## src/rtl/mem_arbiter.sv

```systemverilog
// mem_arbiter: arbitrates a fetch port and a data port onto one single-cycle memory.
// Data port has priority; a saturating counter bounds how long fetch can be starved.
module mem_arbiter #(
    parameter  int unsigned STARVE_LIMIT = 4,
    localparam int unsigned AW = 32,
    localparam int unsigned DW = 32
) (
    input  logic          clock,
    input  logic          reset,
    input  logic          if_req,
    input  logic [AW-1:0] if_addr,
    output logic [DW-1:0] if_rdata,
    output logic          if_valid,
    input  logic          dm_req,
    input  logic          dm_we,
    input  logic [AW-1:0] dm_addr,
    input  logic [DW-1:0] dm_wdata,
    output logic [DW-1:0] dm_rdata,
    output logic          dm_valid,
    output logic          mem_ren,
    output logic          mem_wen,
    output logic [AW-1:0] mem_addr,
    output logic [DW-1:0] mem_din,
    input  logic [DW-1:0] mem_dout,
    output logic          addr_err
);

    localparam int unsigned CW = (STARVE_LIMIT < 2) ? 1 : $clog2(STARVE_LIMIT + 1);

    typedef enum logic [1:0] {
        IDLE   = 2'd0,
        ACCESS = 2'd1,
        DONE   = 2'd2
    } state_t;

    typedef enum logic {
        PORT_IF = 1'b0,
        PORT_DM = 1'b1
    } port_t;

    state_t        state_q, state_d;
    port_t         port_q, port_d;
    logic [CW-1:0] starve_cnt_q, starve_cnt_d;
    logic          mem_ren_q, mem_ren_d;
    logic          mem_wen_q, mem_wen_d;
    logic [AW-1:0] mem_addr_q, mem_addr_d;
    logic [DW-1:0] mem_din_q, mem_din_d;
    logic [DW-1:0] if_rdata_q, if_rdata_d;
    logic [DW-1:0] dm_rdata_q, dm_rdata_d;
    logic          if_valid_q, if_valid_d;
    logic          dm_valid_q, dm_valid_d;
    logic          addr_err_q, addr_err_d;
    logic          fetch_win_c;
    logic [AW-1:0] gnt_addr_c;

    // Next-state and output decode.
    always_comb begin
        state_d      = state_q;
        port_d       = port_q;
        starve_cnt_d = starve_cnt_q;
        mem_ren_d    = 1'b0;
        mem_wen_d    = 1'b0;
        mem_addr_d   = mem_addr_q;
        mem_din_d    = mem_din_q;
        if_rdata_d   = if_rdata_q;
        dm_rdata_d   = dm_rdata_q;
        if_valid_d   = 1'b0;
        dm_valid_d   = 1'b0;
        addr_err_d   = addr_err_q;
        fetch_win_c  = if_req && (!dm_req || (starve_cnt_q == CW'(STARVE_LIMIT)));
        gnt_addr_c   = fetch_win_c ? if_addr : dm_addr;

        case (state_q)
            IDLE: begin
                if (!if_req) begin
                    starve_cnt_d = '0;
                end
                if (if_req || dm_req) begin
                    mem_addr_d = gnt_addr_c;
                    if (fetch_win_c) begin
                        port_d       = PORT_IF;
                        mem_din_d    = '0;
                        mem_ren_d    = 1'b1;
                        starve_cnt_d = '0;
                    end else begin
                        port_d    = PORT_DM;
                        mem_din_d = dm_wdata;
                        mem_ren_d = !dm_we;
                        mem_wen_d = dm_we;
                        if (if_req && (starve_cnt_q != CW'(STARVE_LIMIT))) begin
                            starve_cnt_d = starve_cnt_q + CW'(1);
                        end
                    end
                    // Out-of-range addresses are flagged but still issued unchanged.
                    if (gnt_addr_c[AW-1:12] != '0) begin
                        addr_err_d = 1'b1;
                    end
                    state_d = ACCESS;
                end
            end
            ACCESS: begin
                if (mem_ren_q) begin
                    if (port_q == PORT_IF) begin
                        if_rdata_d = mem_dout;
                    end else begin
                        dm_rdata_d = mem_dout;
                    end
                end
                if_valid_d = (port_q == PORT_IF);
                dm_valid_d = (port_q == PORT_DM);
                state_d    = DONE;
            end
            DONE: begin
                state_d = IDLE;
            end
            default: begin
                state_d = IDLE;
            end
        endcase
    end

    // State register; reset abandons any transfer in flight.
    always_ff @(posedge clock) begin
        if (reset) begin
            state_q      <= IDLE;
            port_q       <= PORT_IF;
            starve_cnt_q <= '0;
            mem_ren_q    <= 1'b0;
            mem_wen_q    <= 1'b0;
            mem_addr_q   <= '0;
            mem_din_q    <= '0;
            if_rdata_q   <= '0;
            dm_rdata_q   <= '0;
            if_valid_q   <= 1'b0;
            dm_valid_q   <= 1'b0;
            addr_err_q   <= 1'b0;
        end else begin
            state_q      <= state_d;
            port_q       <= port_d;
            starve_cnt_q <= starve_cnt_d;
            mem_ren_q    <= mem_ren_d;
            mem_wen_q    <= mem_wen_d;
            mem_addr_q   <= mem_addr_d;
            mem_din_q    <= mem_din_d;
            if_rdata_q   <= if_rdata_d;
            dm_rdata_q   <= dm_rdata_d;
            if_valid_q   <= if_valid_d;
            dm_valid_q   <= dm_valid_d;
            addr_err_q   <= addr_err_d;
        end
    end

    assign if_rdata = if_rdata_q;
    assign if_valid = if_valid_q;
    assign dm_rdata = dm_rdata_q;
    assign dm_valid = dm_valid_q;
    assign mem_ren  = mem_ren_q;
    assign mem_wen  = mem_wen_q;
    assign mem_addr = mem_addr_q;
    assign mem_din  = mem_din_q;
    assign addr_err = addr_err_q;

endmodule
```

## config.mk

```make
export PLATFORM = sky130hd
export DESIGN_NAME = mem_arbiter
export DESIGN_NICKNAME = d
export VERILOG_FILES = /design/src/rtl/mem_arbiter.sv
export SDC_FILE = /design/constraint.sdc
export NUM_CORES = 1
export LEC_CHECK = 0
export CORE_ASPECT_RATIO = 0.8
export CORE_UTILIZATION = 28
export CTS_BUF_LIST = sky130_fd_sc_hd__clkbuf_16
export CTS_CLUSTER_DIAMETER = 100
export DETAILED_ROUTE_END_ITERATION = 16
export DONT_BUFFER_PORTS = 1
export GPL_ROUTABILITY_DRIVEN = 0
export PLACE_DENSITY = 0.49
export SLEW_MARGIN = 0
export SYNTH_ARGS = -nofsm -noshare
export SYNTH_HDL_FRONTEND = slang
export SYNTH_SLANG_ARGS = --single-unit
```

## constraint.sdc

```tcl
create_clock -name clock -period 2.3 [get_ports clock]
set_input_delay 0.23 -clock clock [delete_from_list [all_inputs] [get_ports clock]]
set_output_delay 0.23 -clock clock [all_outputs]
set_load 0.01 [all_outputs]
```

==> impl_metrics.toml, run 1 <==
[worst_hold_path]
whs_path_depth = 2
min_path_type = "in -> reg"
hp-start = "dm_addr[25]"
worstHoldEndpoint = "mem_addr[25]"

[grt]
grt_util_all_layers_pct = 17.7
grt_pass1_vias = 5452
grt_pass1_wl_um = 28500
antenna_found_initial = 0
grt_remaining_overflow = 0
grt_max_degree = 83

[drt]
wl_per_cell_um = 17.3
vias_per_cell = 5.05
dr.pass1.iters = 5
ant_nets = 0
drt_iter0_drc = 445
drc = 0
vias = 5247
drt-total-wl_um = 18000

[power_and_ir_drop]
p_sw_mw = 1.67
cellPowerDensity_nw_per_um2 = 805
leakage_nw = 3.00
ir_drop_mv = 0.362
comb_power_share_pct = 11.5
pwr-share-clk_pct = 44.7
cell_internal_pwr_mw = 4.52
power_mw = 6.19
pwr-share-seq_pct = 43.9
switching_share_pct = 27.0

[yosys]
synthesis.nets = 802
synth.cells.most_frequent = "nand2_1 (195), dfxtp_1 (139), nor2_1 (69), a21oi_1 (66), nand3_1 (34)"
yosysSeqAreaShare_pct = 49.5
synth.distinct_cells = 37
synth_area_um2 = 5620
synth_edf_count = 0
async_flop_share_pct = 0
ys.flop_type = "dfxtp_1"
synth_area_leaders = "dfxtp_1 (49%), nand2_1 (13%), a311oi_2 (7.7%)"
synth_top_area_share_pct = 49.5
synth-seq-cells = 139
synth_largest_area_cell = "dfxtp_1"
syn_inst = 667
avgSynthCellArea_um2 = 8.43
yosys_warnings = 0
synth.most_common_cell = "nand2_1"

[place]
dpl_worst_slack_ns = 0.540
place_area_um2 = 5800
dp.cells = 880
detailedPlacementHpwl_um = 11300
io_buffers = 0

[worst_setup_path]
cp_slowest_cell = "dlygate4sd3_1"
slowest_delay_ns = 0.58
cp-start-kind = "flip-flop"
worstSetupPathType = "reg -> reg"
rr_worst_depth = 8
r2r-start = "starve_cnt_q[0]"
cp_max_fo = 18
critPathTopFamily = "buffers and inverters"
rrSetupSlack_ns = 0.10
endpoint_kind = "flip-flop"
crit_arrival_ns = 2.56
crit_chain = "inv_1, ha_1, a21bo_2, and2_4, buf_4, nand2_1, a311oi_2, dlygate4sd3_1"
crit_buf_inv = 3
r2r_end = "mem_addr[20]"
required_ns = 2.66

[floorplan]
core_area_um2 = 19300
rows = 45
die_w_um = 160
dieArea_um2 = 20700
ioPinCount = 266
initial_utilization_pct = 29.1
die_h_um = 129

[clock_tree]
root_buffer = "clkbuf_16"
cts_sinks = 139
ctsLongestPathBuffers = 2
clk_pin_slew_ns = 0.07
h-tree-depth = 4
numCtsBuffers = 17
insertion_delay_ns = 0.42
tritoncts = "done"
post_cts_buffers = 0

[timing]
layout_min_cycle_time_ns = 2.20
hold_violations = 0
min_period_over_period_pct = 95.6
setup_viol = 0
fmax_mhz = 455
rsz0062_at_grt = "false"
finalWorstSetupSlack_ns = 0.101
tightestPinTransition_ns = 0.440
slew_headroom_pct = 70.7
maxSlewViolCount = 0
finalClockSkew_ns = 0.00732
finalSetupTns_ns = 0

[finish]
nets = 902
insertedDiodeCount = 0
fin_area_um2 = 7690
area_growth_pct = 36.8
fin_cells = 1038
final_layout_size_suffix_gt1_share_pct = 10.8

[run]
drv_cap = 0

[run_status]
status = "finished clean"
-- power groups by stage --
stage | Combinational, mW | Sequential, mW | Clock [mW]
after global placement | 0.495 | 2.77 | 0
after detailed placement | 0.516 | 2.77 | 0
after floorplan | 0.474 | 2.72 | 0
after global routing | 0.780 | 2.73 | 2.95
final | 0.709 | 2.71 | 2.76
after CTS | 0.701 | 2.72 | 2.84
-- timing repair --
action / 4_1_cts / 5_1_grt
resized for setup: 0 / 6
endpoints found under the hold margin: 137 / 0
endpoints found under the setup margin: 0 / 43
hold buffers: 126 / 0
-- flip-flops by register name, indices dropped and copies added, names as in the netlist --
name,cells
mem_ren,1
if_valid,1
mem_addr,32
if_rdata,32
addr_err,1
mem_din,32
dm_valid,1
port_q,1
starve_cnt_q,3
dm_rdata,32
state_q,2
mem_wen,1
-- logic make-up after synthesis --
family / synth area share [%]
flops: 49.5
fa+ha+maj: 0.445
compound gates: 20.2
buf+inv: 5.43
simple gates: 24.4
-- worst max-delay path by stage --
stage          slack, ns      endpoint             from  cells past startpoint
6_report            0.10  mem_addr[20]  starve_cnt_q[0]                      8
5_1_grt             0.01  mem_addr[20]  starve_cnt_q[0]                      8
4_1_cts             0.02  mem_addr[11]  starve_cnt_q[0]                      8
3_5_place_dp        0.54    mem_din[6]       state_q[0]                      6
3_3_place_gp        0.61  mem_addr[25]  starve_cnt_q[0]                      7
2_1_floorplan       0.67   mem_din[14]  starve_cnt_q[0]                      9
-- layout by cell type (no fill, tap or decap), types with 2 or more instances in the layout --
master / netlist / layout
buf_4: 1 / 8
nand4_1: 2 / 2
inv_8: 0 / 2
nor4_1: 8 / 8
dfxtp_1: 139 / 138
buf_12: 0 / 4
inv_1: 3 / 3
dlygate4sd3_1: 0 / 125
nand2_1: 195 / 195
a2bb2oi_1: 32 / 32
nor3_1: 3 / 3
clkinv_4: 0 / 4
inv_6: 0 / 3
nand4b_1: 2 / 2
clkinv_2: 0 / 2
o21ai_0: 3 / 3
nor2_1: 69 / 69
nand3_1: 34 / 34
ha_1: 2 / 2
bufinv_16: 0 / 2
clkbuf_16: 0 / 17
a311oi_2: 29 / 29
a311oi_1: 3 / 3
a21oi_1: 66 / 66
-- metal layers --
metal | global-route usage [%] | up-vias | share of wire (%)
met5 | 0 | - | 0
met4 | 7.73 | 0 | 1.8
met3 | 8.41 | 24 | 11
met2 | 28.8 | 230 | 47
met1 | 19.7 | 2517 | 40
li1 | - | 2476 | -
-- metrics by stage --
step	hold WS (ns)	utilization, %
floorplan	0.330	-
global placement	0.314	30.0
detailed placement	0.315	30.0
CTS	0.0126	39.7
global route	0.0349	39.8
finish	0.0318	39.8
-- area by class of cell --
cell class	count	area (µm²)
sequential	139	2780
clock inverter	15	165
clock buffer	17	425
fill	1911	11600
multi-input combinational	467	2550
timing repair buffer	139	1430
inverter	3	11.3
tap	258	323
Power figures use the tool's default switching activity.
==> inputs of run 2 (changes only) <==
Settings changed: PLACE_DENSITY 0.49 to 0.51.
Clock period 2.3 ns to 2 ns, I/O delays scaled along.
==> impl_metrics.toml, run 2 (synthesis gave the netlist of run 1 again) <==
[worst_setup_path]
cp-start-kind = "flip-flop"
crit_chain = "inv_1, ha_1, a21bo_2, and2_4, a211oi_2, dlygate4sd3_1"
cp_max_fo = 13
slowest_delay_ns = 0.56
crit_arrival_ns = 2.25
cp_slowest_cell = "dlygate4sd3_1"
required_ns = 2.35
worstSetupPathType = "reg -> reg"
crit_buf_inv = 2
endpoint_kind = "flip-flop"
critPathTopFamily = "buffers and inverters"

[run_status]
status = "complete, but fails checks"
failed_checks = "negative hold slack"

[timing]
maxSlewViolCount = 0
finalSetupTns_ns = 0
min_period_over_period_pct = 94.7
holdWs_ns = -0.148
fmax_mhz = 528
rsz0062_at_grt = "false"
slew_headroom_pct = 57.4
layout_min_cycle_time_ns = 1.89
hold_violations = 129
finalClockSkew_ns = 0.00974
setup_viol = 0
tightestPinTransition_ns = 0.634

[floorplan]
dieArea_um2 = 20700
initial_utilization_pct = 29.1
core_area_um2 = 19300
die_h_um = 129
ioPinCount = 266
die_w_um = 160
rows = 45

[drt]
drt_iter0_drc = 353
ant_nets = 0
vias = 4754
dr.pass1.iters = 4
vias_per_cell = 5.13
drc = 0
wl_per_cell_um = 17.1
drt-total-wl_um = 15800

[clock_tree]
h-tree-depth = 4
root_buffer = "clkbuf_16"
ctsLongestPathBuffers = 2
cts_hold_buf = 8
clk_pin_slew_ns = 0.06
cts_sinks = 139
numCtsBuffers = 17
tritoncts = "done"
insertion_delay_ns = 0.41

[place]
detailedPlacementHpwl_um = 10800
io_buffers = 0
dp.cells = 887

[run]
drv_cap = 0

[grt]
grt_max_degree = 137
grt_util_met3_pct = 6.83
antenna_found_initial = 0
gr-usage-met2_pct = 25.6
grt-busiest-layer = "met2"
grt_pass1_vias = 4680
grtUsageMet1_pct = 17.0
grt_pass1_wl_um = 24900
grt_util_all_layers_pct = 15.2
grt_remaining_overflow = 0

[power_and_ir_drop]
ir_drop_mv = 0.440
leakage_nw = 2.35
cellPowerDensity_nw_per_um2 = 1060

[finish]
fin_cells = 927
area_growth_pct = 16.3
layout_commonest_cell = "nand2_1"
insertedDiodeCount = 0
final_layout_size_suffix_gt1_share_pct = 13.3
nets = 791
most-common-layout-cells = "nand2_1 (195), dfxtp_1 (139), nor2_1 (68)"

[worst_hold_path]
min_path_type = "in -> reg"
## run 2: what timing repair did
| item | in CTS | in global routing |
|---|---|---|
| setup endpoints to repair | 0 | 5 |
| resized for setup | 0 | 4 |
| hold endpoints to repair | 137 | 129 |
| setup buffers | 0 | 0 |
## run 2: layout make-up
cell class,count,area [µm²]
clock buffers,17,425
multi-input cells,467,2550
repair buffers,28,272
flip-flops and latches,139,2780
clock inverters,15,173
fillers,1968,12800
inverters,3,11.3
well taps,258,323
## run 2: layer usage
metal | vias to the layer above | wire (µm)
met3 | 16 | 1800
met5 | - | 0
met1 | 2274 | 6130
li1 | 2251 | -
met4 | 0 | 187
met2 | 213 | 7720
## run 2: stage by stage
step                      total power, mW  util (%)  setup WS [ns]  cell area (µm²)
after floorplan                      3.67         -          0.370             5620
after global routing                 7.24      33.9         0.0142             6540
after global placement               3.76      30.3          0.339             5850
after CTS                            7.04      33.8         0.0170             6530
after detailed placement             3.79      30.3          0.257             5850
final                                6.93      33.9          0.107             6540
## run 2: where the power goes
part / internal (mW) / total, mW / switching, mW
Combinational: 0.284 / 0.628 / 0.344
Clock: 1.96 / 3.19 / 1.23
Sequential: 2.92 / 3.11 / 0.193
Total: 5.17 / 6.93 / 1.77
## run 2: path summary, 6_finish.rpt
path	startpoint	to	slack, ns	depth (start not counted)
setup / recovery	starve_cnt_q[0]	port_q	0.11	6
hold / removal	reset	mem_addr[25]	-0.15	1
setup reg to reg	starve_cnt_q[0]	port_q	0.11	6
hold reg to reg	if_rdata[13]	if_rdata[13]	0.49	2
==> inputs of run 3 (changes only) <==
Settings changed: CORE_UTILIZATION 28 to 50, PLACE_DENSITY 0.51 to 0.76.
==> impl_metrics.toml, run 3 (synthesis gave the netlist of run 1 again) <==
[power_and_ir_drop]
cellPowerDensity_nw_per_um2 = 1020
power_mw = 6.71
leakage_nw = 2.46
ir_drop_mv = 0.622

[place]
place_area_um2 = 5710
detailedPlacementHpwl_um = 9950
dp.cells = 773
io_buffers = 0

[clock_tree]
cts_sinks = 139
clk_pin_slew_ns = 0.06
h-tree-depth = 4
tritoncts = "done"
ctsLongestPathBuffers = 2
root_buffer = "clkbuf_16"
post_cts_buffers = 0
insertion_delay_ns = 0.40
numCtsBuffers = 17

[finish]
area_growth_pct = 17.0
fin_area_um2 = 6580
nets = 811
final_layout_size_suffix_gt1_share_pct = 13.4
fin_cells = 833
insertedDiodeCount = 0
layout_commonest_cell = "nand2_1"
most-common-layout-cells = "nand2_1 (195), dfxtp_1 (137), nor2_1 (68)"

[floorplan]
core_area_um2 = 10900
die_h_um = 96.9
ioPinCount = 266
die_w_um = 121
initial_utilization_pct = 51.6
dieArea_um2 = 11700
rows = 34

[worst_setup_path]
endpoint_kind = "flip-flop"
rrSetupSlack_ns = 0.04
crit_start = "mem_ren"
rr_worst_depth = 6
cp_max_fo = 11
endpoint = "if_rdata[21]"
r2r-start = "mem_ren"
cp-start-kind = "flip-flop"
crit_arrival_ns = 2.24
required_ns = 2.28
worstSetupPathType = "reg -> reg"
r2r_end = "if_rdata[21]"

[drt]
vias_per_cell = 5.76
drt-total-wl_um = 14700
ant_nets = 0
drc = 0
wl_per_cell_um = 17.7
drt_iter0_drc = 284
vias = 4801
dr.pass1.iters = 6

[grt]
grt_pass1_vias = 4756
antenna_found_initial = 0
grt_pass1_wl_um = 22900
grt_remaining_overflow = 0
grt_util_all_layers_pct = 24.6
grt_max_degree = 137

[timing]
layout_min_cycle_time_ns = 1.96
hold_violations = 109
tightestPinTransition_ns = 0.430
slew_headroom_pct = 71.1
holdWs_ns = -0.128
fmax_mhz = 510
setup_viol = 0
min_period_over_period_pct = 98.0
finalClockSkew_ns = 0.00919
maxSlewViolCount = 0

[run_status]
status = "complete, but fails checks"
failed_checks = "negative hold slack"

[worst_hold_path]
min_path_type = "in -> reg"

[run]
drv_cap = 0
-- run 3: final cells by class --
| type | instances | area [µm²] |
|---|---|---|
| Tap cell | 144 | 180 |
| Clock inverter | 15 | 143 |
| Inverter | 3 | 11.3 |
| Multi-Input combinational cell | 467 | 2560 |
| Clock buffer | 17 | 425 |
| Timing Repair Buffer | 48 | 472 |
| Sequential cell | 139 | 2790 |
| Fill cell | 930 | 4310 |
-- run 3: what timing repair did --
| item | 4_1_cts | 5_1_grt |
|---|---|---|
| endpoints found under the setup margin | 0 | 12 |
| endpoints found under the hold margin | 137 | 121 |
| gates resized for setup | 0 | 6 |
| hold buffers | 16 | 12 |
-- run 3: critical path, stage by stage, from the launching register on --
cell	delay [ns]
dfxtp_1	0.46
nand2_2	0.15
or3_1	0.34
buf_4	0.19
nand2_1	0.08
a21oi_1	0.06
dlygate4sd3_1	0.55
-- run 3: layer usage --
metal  track usage [%]  wire length, µm  up-vias
met1              27.4             5720     2284
met3              9.14             1340       25
li1                  -                -     2291
met4              10.9              283        0
met5                 0                0        -
met2              41.6             7370      201
-- run 3: per-stage QoR --
| stage | utilization [%] | TNS (ns) | setup slack (ns) |
|---|---|---|---|
| global placement | 52.4 | 0 | 0.331 |
| floorplan | - | 0 | 0.370 |
| finish | 60.4 | 0 | 0.0396 |
| detailed placement | 52.4 | 0 | 0.207 |
| global route | 60.4 | -0.0659 | -0.0195 |
| CTS | 59.1 | 0 | 0.0344 |
-- run 3: power by group --
group | switching (mW) | internal, mW
clock network | 1.25 | 1.73
registers | 0.193 | 2.92
logic | 0.336 | 0.274
total | 1.78 | 4.93
-- run 3: how the worst min path moves through the flow --
stage / from / end / slack, ns / cells after the start
4_1_cts: reset / mem_addr[4] / -0.15 / 1
5_1_grt: reset / mem_addr[10] / -0.16 / 1
3_5_place_dp: reset / mem_addr[4] / 0.28 / 1
2_1_floorplan: dm_we / mem_ren / 0.30 / 1
6_report: reset / mem_addr[4] / -0.13 / 1
3_3_place_gp: reset / mem_addr[6] / 0.28 / 1
